**src/rtl/packet_splitter.sv**
```systemverilog
// UART packet transmitter: sends a message as byte frames plus a CRC-8 byte.
// Ports: clk, reset, i_data/i_valid in, o_ready, o_serial_out, o_done out.
module packet_splitter #(
    parameter int DATA_LENGTH         = 8,
    parameter int MESSAGE_LENGTH      = 48,
    parameter int CRC_LENGTH          = 8,
    parameter int TRANSMISSION_LENGTH = MESSAGE_LENGTH + CRC_LENGTH,
    parameter int SEGMENT_COUNT       = TRANSMISSION_LENGTH / DATA_LENGTH,
    parameter int CLKS_PER_BIT        = 868,
    parameter logic [CRC_LENGTH-1:0] CRC_POLY = 8'h07
) (
    input  logic                      clk,
    input  logic                      reset,
    input  logic [MESSAGE_LENGTH-1:0] i_data,
    input  logic                      i_valid,
    output logic                      o_ready,
    output logic                      o_serial_out,
    output logic                      o_done
);

    localparam int BAUD_W = $clog2(CLKS_PER_BIT);
    localparam int SEG_W  = $clog2(SEGMENT_COUNT);
    localparam int BIT_W  = $clog2(DATA_LENGTH);

    localparam logic [BAUD_W-1:0] BAUD_LAST = BAUD_W'(CLKS_PER_BIT - 1);
    localparam logic [SEG_W-1:0]  SEG_LAST  = SEG_W'(SEGMENT_COUNT - 1);
    localparam logic [SEG_W-1:0]  SEG_PRE   = SEG_W'(SEGMENT_COUNT - 2);
    localparam logic [BIT_W-1:0]  BIT_LAST  = BIT_W'(DATA_LENGTH - 1);

    typedef enum logic [1:0] {IDLE, START, DATA, STOP} state_t;

    state_t                    state, state_d;
    logic [BAUD_W-1:0]         baud_cnt, baud_d;
    logic [BIT_W-1:0]          bit_cnt, bit_d;
    logic [SEG_W-1:0]          seg_idx, seg_d;
    logic [DATA_LENGTH-1:0]    shift_q, shift_d;
    logic [MESSAGE_LENGTH-1:0] msg_q, msg_d;
    logic [CRC_LENGTH-1:0]     crc_q, crc_d, crc_next;
    logic                      serial_d, ready_d, done_d;
    logic                      accept, bit_end;

    // MSB-first CRC update over one byte
    function automatic logic [CRC_LENGTH-1:0] crc_byte(
        input logic [CRC_LENGTH-1:0]  c,
        input logic [DATA_LENGTH-1:0] b
    );
        logic [CRC_LENGTH-1:0] r;
        r = c ^ CRC_LENGTH'(b);
        for (int i = 0; i < DATA_LENGTH; i++) begin
            r = r[CRC_LENGTH-1] ? ((r << 1) ^ CRC_POLY) : (r << 1);
        end
        return r;
    endfunction

    assign accept  = i_valid && o_ready;
    assign bit_end = (baud_cnt == BAUD_LAST);

    // The message register shifts down one byte per segment, so its low
    // byte is always the byte that just finished; CRC folds it in there.
    assign crc_next = crc_byte(crc_q, msg_q[DATA_LENGTH-1:0]);

    always_ff @(posedge clk or posedge reset) begin
        if (reset) begin
            state        <= IDLE;
            baud_cnt     <= '0;
            bit_cnt      <= '0;
            seg_idx      <= '0;
            shift_q      <= '0;
            msg_q        <= '0;
            crc_q        <= '0;
            o_ready      <= 1'b1;
            o_serial_out <= 1'b1;
            o_done       <= 1'b0;
        end else begin
            state        <= state_d;
            baud_cnt     <= baud_d;
            bit_cnt      <= bit_d;
            seg_idx      <= seg_d;
            shift_q      <= shift_d;
            msg_q        <= msg_d;
            crc_q        <= crc_d;
            o_ready      <= ready_d;
            o_serial_out <= serial_d;
            o_done       <= done_d;
        end
    end

    always_comb begin
        state_d = state;
        baud_d  = baud_cnt;
        bit_d   = bit_cnt;
        seg_d   = seg_idx;
        shift_d = shift_q;
        msg_d   = msg_q;
        crc_d   = crc_q;
        if (state != IDLE) begin
            baud_d = bit_end ? '0 : baud_cnt + 1'b1;
        end
        unique case (state)
            IDLE: begin
                if (accept) begin
                    state_d = START;
                    msg_d   = i_data;
                    shift_d = i_data[DATA_LENGTH-1:0];
                    crc_d   = '0;
                    seg_d   = '0;
                    bit_d   = '0;
                    baud_d  = '0;
                end
            end
            START: begin
                if (bit_end) state_d = DATA;
            end
            DATA: begin
                if (bit_end) begin
                    shift_d = shift_q >> 1;
                    bit_d   = bit_cnt + 1'b1;
                    if (bit_cnt == BIT_LAST) begin
                        state_d = STOP;
                        bit_d   = '0;
                    end
                end
            end
            STOP: begin
                if (bit_end) begin
                    if (seg_idx == SEG_LAST) begin
                        state_d = IDLE;
                    end else begin
                        state_d = START;
                        seg_d   = seg_idx + 1'b1;
                        crc_d   = crc_next;
                        msg_d   = msg_q >> DATA_LENGTH;
                        shift_d = (seg_idx == SEG_PRE)
                                ? DATA_LENGTH'(crc_next)
                                : msg_q[2*DATA_LENGTH-1:DATA_LENGTH];
                    end
                end
            end
            default: state_d = IDLE;
        endcase
    end

    // Outputs are decoded from the next state so they register in step
    always_comb begin
        ready_d = (state_d == IDLE);
        done_d  = (state == STOP) && (state_d == IDLE);
        unique case (state_d)
            START:   serial_d = 1'b0;
            DATA:    serial_d = shift_d[0];
            default: serial_d = 1'b1;
        endcase
    end

endmodule

```
**config.mk**
```make
export PLATFORM = sky130hd
export DESIGN_NAME = packet_splitter
export DESIGN_NICKNAME = d
export VERILOG_FILES = /design/src/rtl/packet_splitter.sv
export SDC_FILE = /design/constraint.sdc
export NUM_CORES = 1
export LEC_CHECK = 0
export ABC_AREA = 1
export CORE_ASPECT_RATIO = 1.75
export CORE_MARGIN = 4
export CORE_UTILIZATION = 56
export DETAILED_ROUTE_END_ITERATION = 10
export PLACE_DENSITY = 0.82
export RECOVER_POWER = 100
export SYNTH_ARGS = -nofsm -noshare
export SYNTH_HDL_FRONTEND = slang
export SYNTH_SLANG_ARGS = --single-unit
```
**constraint.sdc**
```tcl
create_clock -name clk -period 3.42 [get_ports clk]
set_clock_uncertainty 0.15 [all_clocks]
set_input_delay 0.342 -clock clk [delete_from_list [all_inputs] [get_ports clk]]
set_output_delay 0.342 -clock clk [all_outputs]
set_load 0.02 [all_outputs]
```
==> run_results.csv <==
group,metric,value,unit
global_routing,grt_use_total,0.243,
critical_path,reg2reg_slack,700,ps
placement,dp_hpwl,8130,um
pwr,cellPowerDensity,556,mW/mm2
clock_tree,clk_pin_slew_worst_paths,60,ps
sta,totalNegativeSetupSlack,0,ps
clock_tree,cts-buffers-inserted,9,
floorplan,coreArea,0.00802,mm2
drt,vias,4091,
clock_tree,cts_buffer_depth,2,
pwr,pwr-share-seq,0.449,
synthesis,syn_area,0.00466,mm2
pwr,switching_share,0.327,
floorplan,die_y,129,um
clock_tree,clock_latency,340,ps
synthesis,yosysWarnings,0,
synthesis,synth_top_family_by_area,"simple AND/OR/NAND/NOR gates",
hold_path,hold-path-cell-count,2,
pwr,p_clk_frac,0.308,
sta,slew_viol_final,44,
sta,fmax,0.367,GHz
final_layout,final_area,0.00540,mm2
placement,placed_cells,692,
floorplan,io_pins,54,
synthesis,synth_xor_area_frac,0.0319,
floorplan,rows,43,
critical_path,crit_type,"flip-flop to flip-flop",
clock_tree,cts.repair.resized,0,
placement,place.gp.congestion,0.939,
outcome,status,"complete, but fails checks",
synthesis,yosys-mux-area-fraction,0,
synthesis,syn_nets,623,
critical_path,cp-end-kind,"flip-flop",
pwr,peakVddDrop,0.368,mV
floorplan,fp.dieArea,0.00990,mm2
sta,max_slew.worst_pin.slew,1920,ps
drt,vias_per_cell,5.78,
final_layout,antennaDiodeCount,0,
critical_path,crit_arrival,2820,ps
global_routing,grt_pass1_vias,4196,
critical_path,timing.rr.end,"msg_q[2]$_DFFE_PP0P_",
critical_path,reg2reg_depth,7,
clock_tree,h-tree-depth,3,
final_layout,instances_no_fill,708,
final_layout,area.growth.synth_to_final,15.9,%
placement,place_area,0.00520,mm2
drt,ant_nets,0,
synthesis,synthCells,566,
hold_path,min_to,"msg_q[16]$_DFFE_PP0P_",
clock_tree,cts-root-buf,"clkbuf_16",
sta,post-route-period-util,0.796,
final_layout,nNetsFinal,670,
drt,dr.pass1.iters,5,
sta,rsz0062_at_grt,"no",
final_layout,mostFrequentLayoutCells,"170 x nand2_1, 83 x dfrtp_1, 72 x nand3_1",
placement,portBuffers,53,
critical_path,path_max_fanout,24,
pwr,combPwrFrac,0.243,
sta,period_minus_slack,2720,ps
pwr,p_sw,980,uW
clock_tree,cts_setup_buffers,0,
critical_path,cp-start-kind,"flip-flop",
final_layout,drive_gt1_frac,0.0890,
global_routing,grt_max_degree,52,
synthesis,synth_edf_count,0,
final_layout,multi_input_area,0.00210,mm2
critical_path,r2r-start,"baud_cnt[0]$_DFF_PP0_",
critical_path,setup.worst_path.start,"baud_cnt[0]$_DFF_PP0_",
sta,slew_headroom,-0.286,
synthesis,synth_top_area_share,0.446,
final_layout,fillers,635,
pwr,p_int,2.02,mW
outcome,failed_checks,"max-capacitance violations, max-slew violations",
synthesis,ys_types,42,
floorplan,start_util,0.581,
drt,wl,11200,um
synthesis,synth_top_cells_by_area,"dfrtp_1 45%, nand2_1 14%, nand3_1 7.5%",
synthesis,syn_area_per_cell,8.23,um2
drt,drcViolationCount,0,
hold_path,hold_start,"msg_q[16]$_DFFE_PP0P_",
floorplan,die_x,77.0,um
synthesis,yosysTopAreaCell,"dfrtp_1",
pwr,p_leak,2.47,nW
clock_tree,ctsHoldBuffers,0,
global_routing,gr-total-overflow,0,
global_routing,antenna_found_initial,0,
synthesis,synth-compound-area-share,0.124,
clock_tree,cts_sinks,85,
drt,drt-initial-drc-count,285,
sta,hold_viol_final,0,
global_routing,grt_pass1_wl,18800,um
sta,finalSetupViolCount,0,
hold_path,hold_path_class,"flip-flop to flip-flop",
final_layout,seqCellArea,0.00213,mm2
synthesis,ys_ff_latch,85,
final_layout,final_common_cell,"nand2_1",
drt,wl_per_cell,15.8,um
synthesis,synth_adder_area_share,0.0161,
critical_path,crit_required,3520,ps
synthesis,ys.flop_type,"dfrtp_1",
synthesis,ys_seq_area_frac,0.457,
synthesis,yosys.area_share.simple,0.294,
clock_tree,cts_tree,"built",
job,max_cap_viol_count,1,
synthesis,synthArstFlopShare,1.00,
==> per-stage QoR <==
step,hold WS (ps),utilization,worst slack [ps],total power [mW]
5_1_grt,359,0.674,472,3.18
3_5_place_dp,323,0.649,949,2.11
4_1_cts,317,0.683,984,3.04
2_1_floorplan,302,-,738,1.90
3_3_place_gp,315,0.649,1030,2.08
6_report,337,0.674,698,3.00
==> synth_stat cells, types with 2 or more instances <==
| master | instances |
|---|---|
| nor2_2 | 2 |
| nor2_4 | 2 |
| nand3_1 | 70 |
| o21ai_2 | 2 |
| a21oi_1 | 22 |
| xnor2_1 | 4 |
| nand4_1 | 3 |
| o211ai_1 | 16 |
| buf_4 | 6 |
| clkbuf_1 | 5 |
| o21ai_0 | 9 |
| inv_2 | 3 |
| o31ai_1 | 3 |
| dfrtp_1 | 83 |
| nand2_1 | 170 |
| dfstp_2 | 2 |
| nor3_1 | 3 |
| ha_1 | 6 |
| nand2_2 | 14 |
| o22ai_1 | 5 |
| buf_2 | 5 |
| buf_12 | 2 |
| a22o_1 | 2 |
| o211ai_2 | 9 |
| nor2_1 | 20 |
| xor2_1 | 13 |
| inv_1 | 50 |
| nand3_2 | 11 |
| o21ai_1 | 11 |
==> per-layer routing <==
| metal | vias to the layer above | track usage | wire length [um] |
|---|---|---|---|
| met4 | 0 | 0.196 | 791 |
| met5 | - | 0 | 0 |
| met3 | 50 | 0.0483 | 548 |
| met2 | 165 | 0.431 | 5740 |
| li1 | 1959 | - | - |
| met1 | 1917 | 0.246 | 4110 |
==> power groups by stage <==
stage / registers, mW / logic (mW) / clock network [mW]
floorplan: 1.33 / 0.572 / 0
global placement: 1.36 / 0.720 / 0
detailed placement: 1.37 / 0.746 / 0
CTS: 1.35 / 0.753 / 0.931
global route: 1.37 / 0.822 / 0.984
finish: 1.35 / 0.731 / 0.923
==> critical path, cell delays in order (launching register included) <==
cell and delay [ps]:
dfrtp_1 380, ha_1 210, inv_1 70, nor3_1 480
nand2_2 220, a21oi_4 390, nand2_2 400, o211ai_1 310
==> flip-flops by register name, summed over array words and instances, names as in the netlist <==
signal        count
state             2
seg_idx           3
shift_q           8
msg_q            48
crc_q             8
o_done            1
o_ready           1
baud_cnt         10
o_serial_out      1
bit_cnt           3
==> final cells by class <==
cell class | count | area share
repair buffers | 57 | 0.106
flip-flops and latches | 85 | 0.394
clock buffers | 13 | 0.0482
well taps | 90 | 0.0208
clock inverters | 3 | 0.00371
multi-input cells | 406 | 0.389
inverters | 54 | 0.0378
==> how the worst max path moves through the flow <==
stage / endpoint / depth (start not counted)
final: msg_q[2]$_DFFE_PP0P_ / 7
after global routing: msg_q[7]$_DFFE_PP0P_ / 7
after CTS: msg_q[2]$_DFFE_PP0P_ / 7
after detailed placement: msg_q[2]$_DFFE_PP0P_ / 7
after global placement: msg_q[38]$_DFFE_PP0P_ / 7
after floorplan: baud_cnt[0]$_DFF_PP0_ / 1
==> cells by family after synthesis <==
kind of cell,Yosys count
AO/OA/AOI/OAI,84
adder cells (fa/ha/maj),6
buffers and inverters,75
flip-flops,85
AND/OR/NAND/NOR,299
XOR/XNOR,17
(Power assumes the default switching activity.)
